--- src/rtl/rr_slave_port_sched.sv ---
// Round-robin scheduler sharing one slave port between two masters.
// One transaction in flight: request, ack and (reads only) data phase, with an optional watchdog.
module rr_slave_port_sched #(
    parameter int AW      = 32,
    parameter int DW      = 32,
    parameter int TO_W    = 8,
    parameter int TIMEOUT = 200
) (
    input  logic          clk,
    input  logic          rst_n,
    input  logic          m0_req,
    input  logic          m0_cmd,
    input  logic [AW-1:0] m0_addr,
    input  logic [DW-1:0] m0_wdata,
    input  logic          m1_req,
    input  logic          m1_cmd,
    input  logic [AW-1:0] m1_addr,
    input  logic [DW-1:0] m1_wdata,
    output logic          m0_ack,
    output logic          m0_resp,
    output logic [DW-1:0] m0_rdata,
    output logic          m0_err,
    output logic          m1_ack,
    output logic          m1_resp,
    output logic [DW-1:0] m1_rdata,
    output logic          m1_err,
    output logic          s_req,
    output logic          s_cmd,
    output logic [AW-1:0] s_addr,
    output logic [DW-1:0] s_wdata,
    input  logic          s_ack,
    input  logic          s_resp,
    input  logic [DW-1:0] s_rdata,
    output logic          busy,
    output logic          last_mas
);

    typedef enum logic [1:0] {
        IDLE   = 2'd0,
        W_ACK  = 2'd1,
        W_DATA = 2'd2
    } state_e;

    localparam logic [TO_W-1:0] TO_LAST = TO_W'((TIMEOUT == 0) ? 0 : TIMEOUT - 1);

    state_e          state_q, state_d;
    logic            grant_q, grant_d;
    logic            last_mas_q, last_mas_d;
    logic            s_req_q, s_req_d;
    logic            s_cmd_q, s_cmd_d;
    logic [AW-1:0]   s_addr_q, s_addr_d;
    logic [DW-1:0]   s_wdata_q, s_wdata_d;
    logic [TO_W-1:0] cnt_q, cnt_d;

    logic grant_sel;
    logic start;
    logic to_hit;
    logic ack_w;
    logic resp_w;
    logic err_w;

    // On contention the master that was not served last wins.
    assign grant_sel = (m0_req && m1_req) ? ~last_mas_q : m1_req;
    assign start     = (state_q == IDLE) && (m0_req || m1_req);
    assign to_hit    = (TIMEOUT != 0) && (cnt_q == TO_LAST);

    always_ff @(posedge clk or negedge rst_n) begin
        if (!rst_n) begin
            state_q <= IDLE;
        end else begin
            state_q <= state_d;
        end
    end

    always_comb begin
        state_d = state_q;
        case (state_q)
            IDLE: begin
                if (start) state_d = W_ACK;
            end
            W_ACK: begin
                if (s_ack)       state_d = s_cmd_q ? IDLE : W_DATA;
                else if (to_hit) state_d = IDLE;
            end
            W_DATA: begin
                if (s_resp || to_hit) state_d = IDLE;
            end
            default: state_d = IDLE;
        endcase
    end

    // A real ack/resp in the timeout cycle takes precedence over the abort.
    always_comb begin
        ack_w  = 1'b0;
        resp_w = 1'b0;
        err_w  = 1'b0;
        case (state_q)
            W_ACK: begin
                ack_w = s_ack;
                err_w = !s_ack && to_hit;
            end
            W_DATA: begin
                resp_w = s_resp;
                err_w  = !s_resp && to_hit;
            end
            default: ;
        endcase
    end

    always_comb begin
        grant_d    = grant_q;
        last_mas_d = last_mas_q;
        s_req_d    = s_req_q;
        s_cmd_d    = s_cmd_q;
        s_addr_d   = s_addr_q;
        s_wdata_d  = s_wdata_q;
        cnt_d      = cnt_q;
        case (state_q)
            IDLE: begin
                if (start) begin
                    grant_d    = grant_sel;
                    last_mas_d = grant_sel;
                    s_req_d    = 1'b1;
                    s_cmd_d    = grant_sel ? m1_cmd   : m0_cmd;
                    s_addr_d   = grant_sel ? m1_addr  : m0_addr;
                    s_wdata_d  = grant_sel ? m1_wdata : m0_wdata;
                    cnt_d      = '0;
                end
            end
            W_ACK: begin
                if (s_ack) begin
                    s_req_d = 1'b0;
                    cnt_d   = '0;
                end else if (to_hit) begin
                    s_req_d = 1'b0;
                end else begin
                    cnt_d = cnt_q + TO_W'(1);
                end
            end
            W_DATA: begin
                if (!s_resp) cnt_d = cnt_q + TO_W'(1);
            end
            default: ;
        endcase
    end

    always_ff @(posedge clk or negedge rst_n) begin
        if (!rst_n) begin
            grant_q    <= 1'b0;
            last_mas_q <= 1'b1;
            s_req_q    <= 1'b0;
            s_cmd_q    <= 1'b0;
            s_addr_q   <= '0;
            s_wdata_q  <= '0;
            cnt_q      <= '0;
        end else begin
            grant_q    <= grant_d;
            last_mas_q <= last_mas_d;
            s_req_q    <= s_req_d;
            s_cmd_q    <= s_cmd_d;
            s_addr_q   <= s_addr_d;
            s_wdata_q  <= s_wdata_d;
            cnt_q      <= cnt_d;
        end
    end

    assign m0_ack   = ack_w  && !grant_q;
    assign m1_ack   = ack_w  &&  grant_q;
    assign m0_resp  = resp_w && !grant_q;
    assign m1_resp  = resp_w &&  grant_q;
    assign m0_err   = err_w  && !grant_q;
    assign m1_err   = err_w  &&  grant_q;
    assign m0_rdata = m0_resp ? s_rdata : '0;
    assign m1_rdata = m1_resp ? s_rdata : '0;

    assign s_req    = s_req_q;
    assign s_cmd    = s_cmd_q;
    assign s_addr   = s_addr_q;
    assign s_wdata  = s_wdata_q;
    assign busy     = (state_q != IDLE);
    assign last_mas = last_mas_q;

endmodule

--- config.mk ---
export PLATFORM = sky130hd
export DESIGN_NAME = rr_slave_port_sched
export DESIGN_NICKNAME = d
export VERILOG_FILES = /design/src/rtl/rr_slave_port_sched.sv
export SDC_FILE = /design/constraint.sdc
export NUM_CORES = 1
export LEC_CHECK = 0
export BUFFER_PORTS_ARGS = -buffer_cell sky130_fd_sc_hd__buf_4
export CAP_MARGIN = 20
export CORE_AREA = 2 2 117 119
export DETAILED_ROUTE_END_ITERATION = 12
export DIE_AREA = 0 0 119 121
export PLACE_DENSITY = 0.72
export SLEW_MARGIN = 20
export SYNTH_ARGS = -nofsm -noshare
export SYNTH_HDL_FRONTEND = slang
export SYNTH_SLANG_ARGS = --single-unit
--- constraint.sdc ---
create_clock -name clk -period 2.6 [get_ports clk]
set_input_delay 0 -clock clk [delete_from_list [all_inputs] [get_ports clk]]
set_output_delay 0 -clock clk [all_outputs]
set_load 0.02 [all_outputs]
-- Word level (Yosys, flattened, before mapping)
Cells that the tools add are included.
- register bits after elaboration: 78
- bits in latches: 0
- bits in writable memories: 0
- ROM bits: 0
- input bits: 168
- output and inout bits: 138
- word-level logic and storage cells: 65
- memories kept: 0
- add/subtract/negate cells: 1
- $mul: 0
- div/mod/pow operators: 0
- $lt $le $gt $ge: 0
- equal/unequal tests: 8
- shifts and indexed selects: 0
- multiplexer cells: 24
- bitwise logic cells: 1
- reductions and logical operators: 23
- operators with widths (cell ; number):
    $mux 32 ; 4
    $mux 8 ; 4
    $pmux 8 s3 ; 1
    $logic_and 1x1->1 ; 10
    $mux 2 ; 5
    $add 8x1->8 const B ; 1
    $eq 8x8->1 const B ; 1
    $mux 1 ; 7
    $ne 2x2->1 const B ; 3
    $ne 3x3->1 const B ; 2
    $pmux 2 s3 ; 1
    $reduce_and 3->1 ; 2
    $pmux 1 s2 ; 2
    $reduce_and 4->1 ; 1
    $reduce_bool 2->1 ; 2
    $logic_not 1->1 ; 3
    $reduce_bool 3->1 ; 1
    $eq 2x1->1 const B ; 1
    $eq 2x2->1 const B ; 1
    $logic_not 2->1 ; 1
    $logic_or 1x1->1 ; 2
    $reduce_and 2->1 ; 1
    $not 1->1 ; 1

-- Longest topological paths before layout
- depth after elaboration: 4
- depth in mapped cells: 7
- depth with buffers taken out: 6

-- Worst setup path after synthesis
OpenSTA, ideal clock, no wires.
- kind: flip-flop to flip-flop
- from: reg state_q[0]
- to: reg cnt_q[1]
- library setup time: 0.125 ns
- arrival: 1.669 ns
- required time: 2.475 ns
- slack: 0.807 ns
- stages on the path, launching flop included: 7
- buffers on the path: 0
- period minus slack after synthesis: 1.793 ns
- cell sequence: dfrtp_1 inv_1 ha_1 nor3b_4 a211o_1 a21oi_1 mux2_2
- longest elaborated chain between the ends: 4
- elaborated cells between the ends (all ways): 10
- those cells by class: eq/ne (5); mux (1); reduce/logical (4)
- ends and longest elaborated chain (what ; line ; source):
    start: declaration ; 46 ; state_e state_q, state_d;
    start signal: assignment ; 71 ; state_q <= state_d;
    $logic_not 2->1 ; 64, 118 ;
    $logic_and 1x1->1 ; 64 ; assign start = (state_q == IDLE) && (m0_req || m1_req);
    $ne 2x2->1 (no source line) ; -- ;
    $reduce_and 4->1 (no source line) ; -- ;
    end signal: assignment ; 163 ; cnt_q <= cnt_d;
    end: declaration ; 53 ; logic [TO_W-1:0] cnt_q, cnt_d;
Several ways; a longest one is shown, not always the timed one.
A chain may end at the register's enable or synchronous reset.

-- Worst setup path in the final report
- from: in m0_req
- to: reg s_wdata_q[25] (netlist: s_wdata[25])
- longest elaborated chain between the ends: 3
- elaborated cells between the ends (all ways): 6
- those cells by class: mux (2); reduce/logical (4)
- ends and longest elaborated chain (what ; line ; source):
    start: declaration ; 11 ; input logic m0_req,
    $logic_and 1x1->1 / $logic_or 1x1->1 (equally long branches) ; 63, 64 ;
    $mux 1 / $logic_and 1x1->1 (equally long branches) ; 63, 64 ;
    $mux 32 / $reduce_and 2->1 (equally long branches) ; -- ;
    end signal: assignment ; 162 ; s_wdata_q <= s_wdata_d;
    end: declaration ; 52 ; logic [DW-1:0] s_wdata_q, s_wdata_d;
Several ways; a longest one is shown, not always the timed one.

==> flow_summary.ini <==
[power]
peakVddDrop_uv = 482
p_leak_nw = 4.17
power_density_nw_per_um2 = 881

[run_status]
violations = negative hold slack
outcome = complete, but fails checks

[sta]
max_freq_mhz = 439
whs_ps = -2.23
final.setup.tns_ps = 0
tightest_slew_ps = 980
grt_setup_unrepaired = false
drv_slew = 0
setup_viol = 0
hold_viol = 1
period_share_pct = 87.5
fin_crit_ps = 2280
max-slew-margin-rel_pct = 34.7
skew_ps = 6.54

[logic_synthesis]
synth_compound_area_share_pct = 12.6
synth_seq_cells = 78
synth_top_family_by_area = simple AND/OR/NAND/NOR gates
ys_seq_area_share_pct = 45.4
syn_area_um2 = 4300
synth_cell_types = 42
synth_simple_gate_area_share_pct = 19.6
yosys_warnings = 0
synthMuxAreaShare_pct = 16.4
avgSynthCellArea_um2 = 9.75
async_flop_share_pct = 100
synth_cells = 441
synth_edf_count = 0
ys.flop_type = dfrtp_1
synth_fp_nets = 615
synth_fa_ha_area_share_pct = 1.75
synthXorXnorAreaFrac_pct = 0

[clock_tree]
ctsHtreeMaxLevel = 3
root_buffer = clkbuf_16
ctsResizeCount = 0
cts_tree = yes
clock_latency_ps = 330
cts_setup_buffers = 0
path_clk_slew_ps = 60
cts_hold_buf = 121
clockBufferDepth = 2
cts_buffers = 9
cts.sinks = 78

[worst_hold_path]
holdCritPathClass = in2reg
hp-start = m1_wdata[12]
min_delay_path_depth = 3
holdPathEnd = s_wdata[12]

[grt]
grt_max_degree = 79
grt_pass1_vias = 5068
grt_pass1_wl_um = 25400
antenna_found_initial = 2
grt-ovfl-total = 0
grt_use_total_pct = 22.2

[setup_path]
cp-start-kind = input port
r2r_start = last_mas
r2r_cells = 5
cp.required_ps = 2800
cp-end-kind = flip-flop
timing.rr.end = s_wdata[25]
r2r_slack_ps = 330
crit_type = in2reg
arrival_ps = 2480
cp_max_fo = 42

[layout]
layout-drive-gt1-share_pct = 39.5
nNetsFinal = 1030
final-seq-area_um2 = 1950
area_growth_pct = 93.4
multi_input_area_um2 = 2190
nFillCells = 1055

[run]
maxCapViolations = 0

[drt]
via_count = 4809
drt-total-wl_um = 16200
firstDrtPassIters = 4
drc = 0
wl_per_cell_um = 15.6
ant_nets = 0
routed_via_density = 4.63
drt_iter0_drc = 157

[die]
initial_utilization_pct = 32.8
core_um2 = 13100
dieHeight_um = 121
rows = 42
die_x_um = 119
io_pins = 306
die-area_um2 = 14400

[placement]
place_congestion = 0.943
io_buffer_count = 305
place.detailed.hpwl_um = 11000
==> how the worst max path moves through the flow <==
stage / from / endpoint / slack, ps / cells past startpoint
after global placement: state_q[0] / cnt_q[0] / 650 / 6
after detailed placement: state_q[0] / cnt_q[0] / 600 / 6
after floorplan: state_q[0] / cnt_q[1] / 810 / 6
final: m0_req / s_wdata[25] / 320 / 7
after CTS: last_mas / s_addr[8] / 370 / 5
after global routing: m0_req / s_wdata[25] / 180 / 7
==> cell families after synthesis <==
group           Yosys count
flops                    78
mux                      69
fa+ha+maj                 6
compound gates           91
buf+inv                  36
simple gates            161
==> worst max-delay path, cell delays in order <==
cell and delay (ps):
dlygate4sd3_1 560, buf_4 170, a21boi_4 440, buf_12 340
mux2i_1 280, dlygate4sd3_1 580, o21ai_0 70
==> area by class of cell <==
type / count / share of cell area (%)
antenna: 2 / 0.0602
clock buffer: 10 / 2.88
clock inverter: 6 / 1.11
inverter: 8 / 0.361
multi-input combinational: 327 / 26.3
sequential: 78 / 23.5
tap: 176 / 2.65
timing repair buffer: 432 / 43.1
==> registers in the layout (all words and copies together) (netlist names) <==
signal / cells
cnt_q: 8
s_cmd: 1
state_q: 2
s_req: 1
grant_q: 1
last_mas: 1
s_addr: 32
s_wdata: 32
==> layer usage <==
metal | wire length, um | GRT usage (%)
met1 | 5930 | 23.1
met4 | 678 | 11.2
met3 | 939 | 4.42
met5 | 0 | 0
met2 | 8610 | 42.2
==> metrics by stage <==
stage | area, um^2 | total power [mW] | worst slack [ps] | instances | utilization (%)
finish | 8310 | 7.32 | 325 | 1039 | 63.5
global route | 8310 | 7.80 | 182 | 1039 | 63.5
CTS | 8310 | 7.32 | 371 | 1037 | 63.5
detailed placement | 6760 | 5.67 | 597 | 900 | 51.7
global placement | 6760 | 5.58 | 652 | 900 | 51.7
floorplan | 4300 | 4.12 | 807 | 441 | -
==> power breakdown <==
part | leakage (nW) | switching, mW | internal (mW)
Clock | 0.155 | 0.496 | 0.871
Sequential | 0.970 | 0.338 | 1.78
Combinational | 3.05 | 2.13 | 1.71
Total | 4.17 | 2.96 | 4.36
==> synthesized netlist by cell type (2+ instances only) <==
| cell | number | area share, % |
|---|---|---|
| and3_1 | 4 | 0.58 |
| dfrtp_1 | 77 | 45 |
| nand2_1 | 67 | 5.9 |
| mux2_2 | 2 | 0.52 |
| mux2i_1 | 66 | 15 |
| o2bb2ai_2 | 5 | 1.7 |
| nor2_1 | 9 | 0.79 |
| buf_1 | 2 | 0.17 |
| buf_2 | 3 | 0.35 |
| and2b_1 | 2 | 0.35 |
| o211ai_1 | 3 | 0.52 |
| o21ai_1 | 2 | 0.23 |
| nand2b_1 | 5 | 0.73 |
| and2_1 | 64 | 9.3 |
| o21ai_0 | 69 | 8.0 |
| inv_1 | 8 | 0.70 |
| clkbuf_1 | 17 | 1.5 |
| ha_1 | 6 | 1.7 |
| a21oi_1 | 3 | 0.35 |
| buf_6 | 5 | 1.3 |
==> cell usage in the layout (no fill, tap or decap), types with 3 or more instances in the layout <==
cell type | netlist | routed
nand2_1 | 67 | 67
buf_4 | 1 | 308
mux2i_1 | 66 | 66
inv_1 | 8 | 8
o2bb2ai_2 | 5 | 5
dfrtp_1 | 77 | 77
o211ai_1 | 3 | 3
o21ai_0 | 69 | 69
clkbuf_16 | 0 | 9
a21oi_1 | 3 | 3
ha_1 | 6 | 6
dlygate4sd3_1 | 0 | 121
nor2_1 | 9 | 9
and3_1 | 4 | 4
nand2b_1 | 5 | 5
buf_12 | 0 | 3
and2_1 | 64 | 64
No activity file was read; power rests on OpenSTA's default activity.
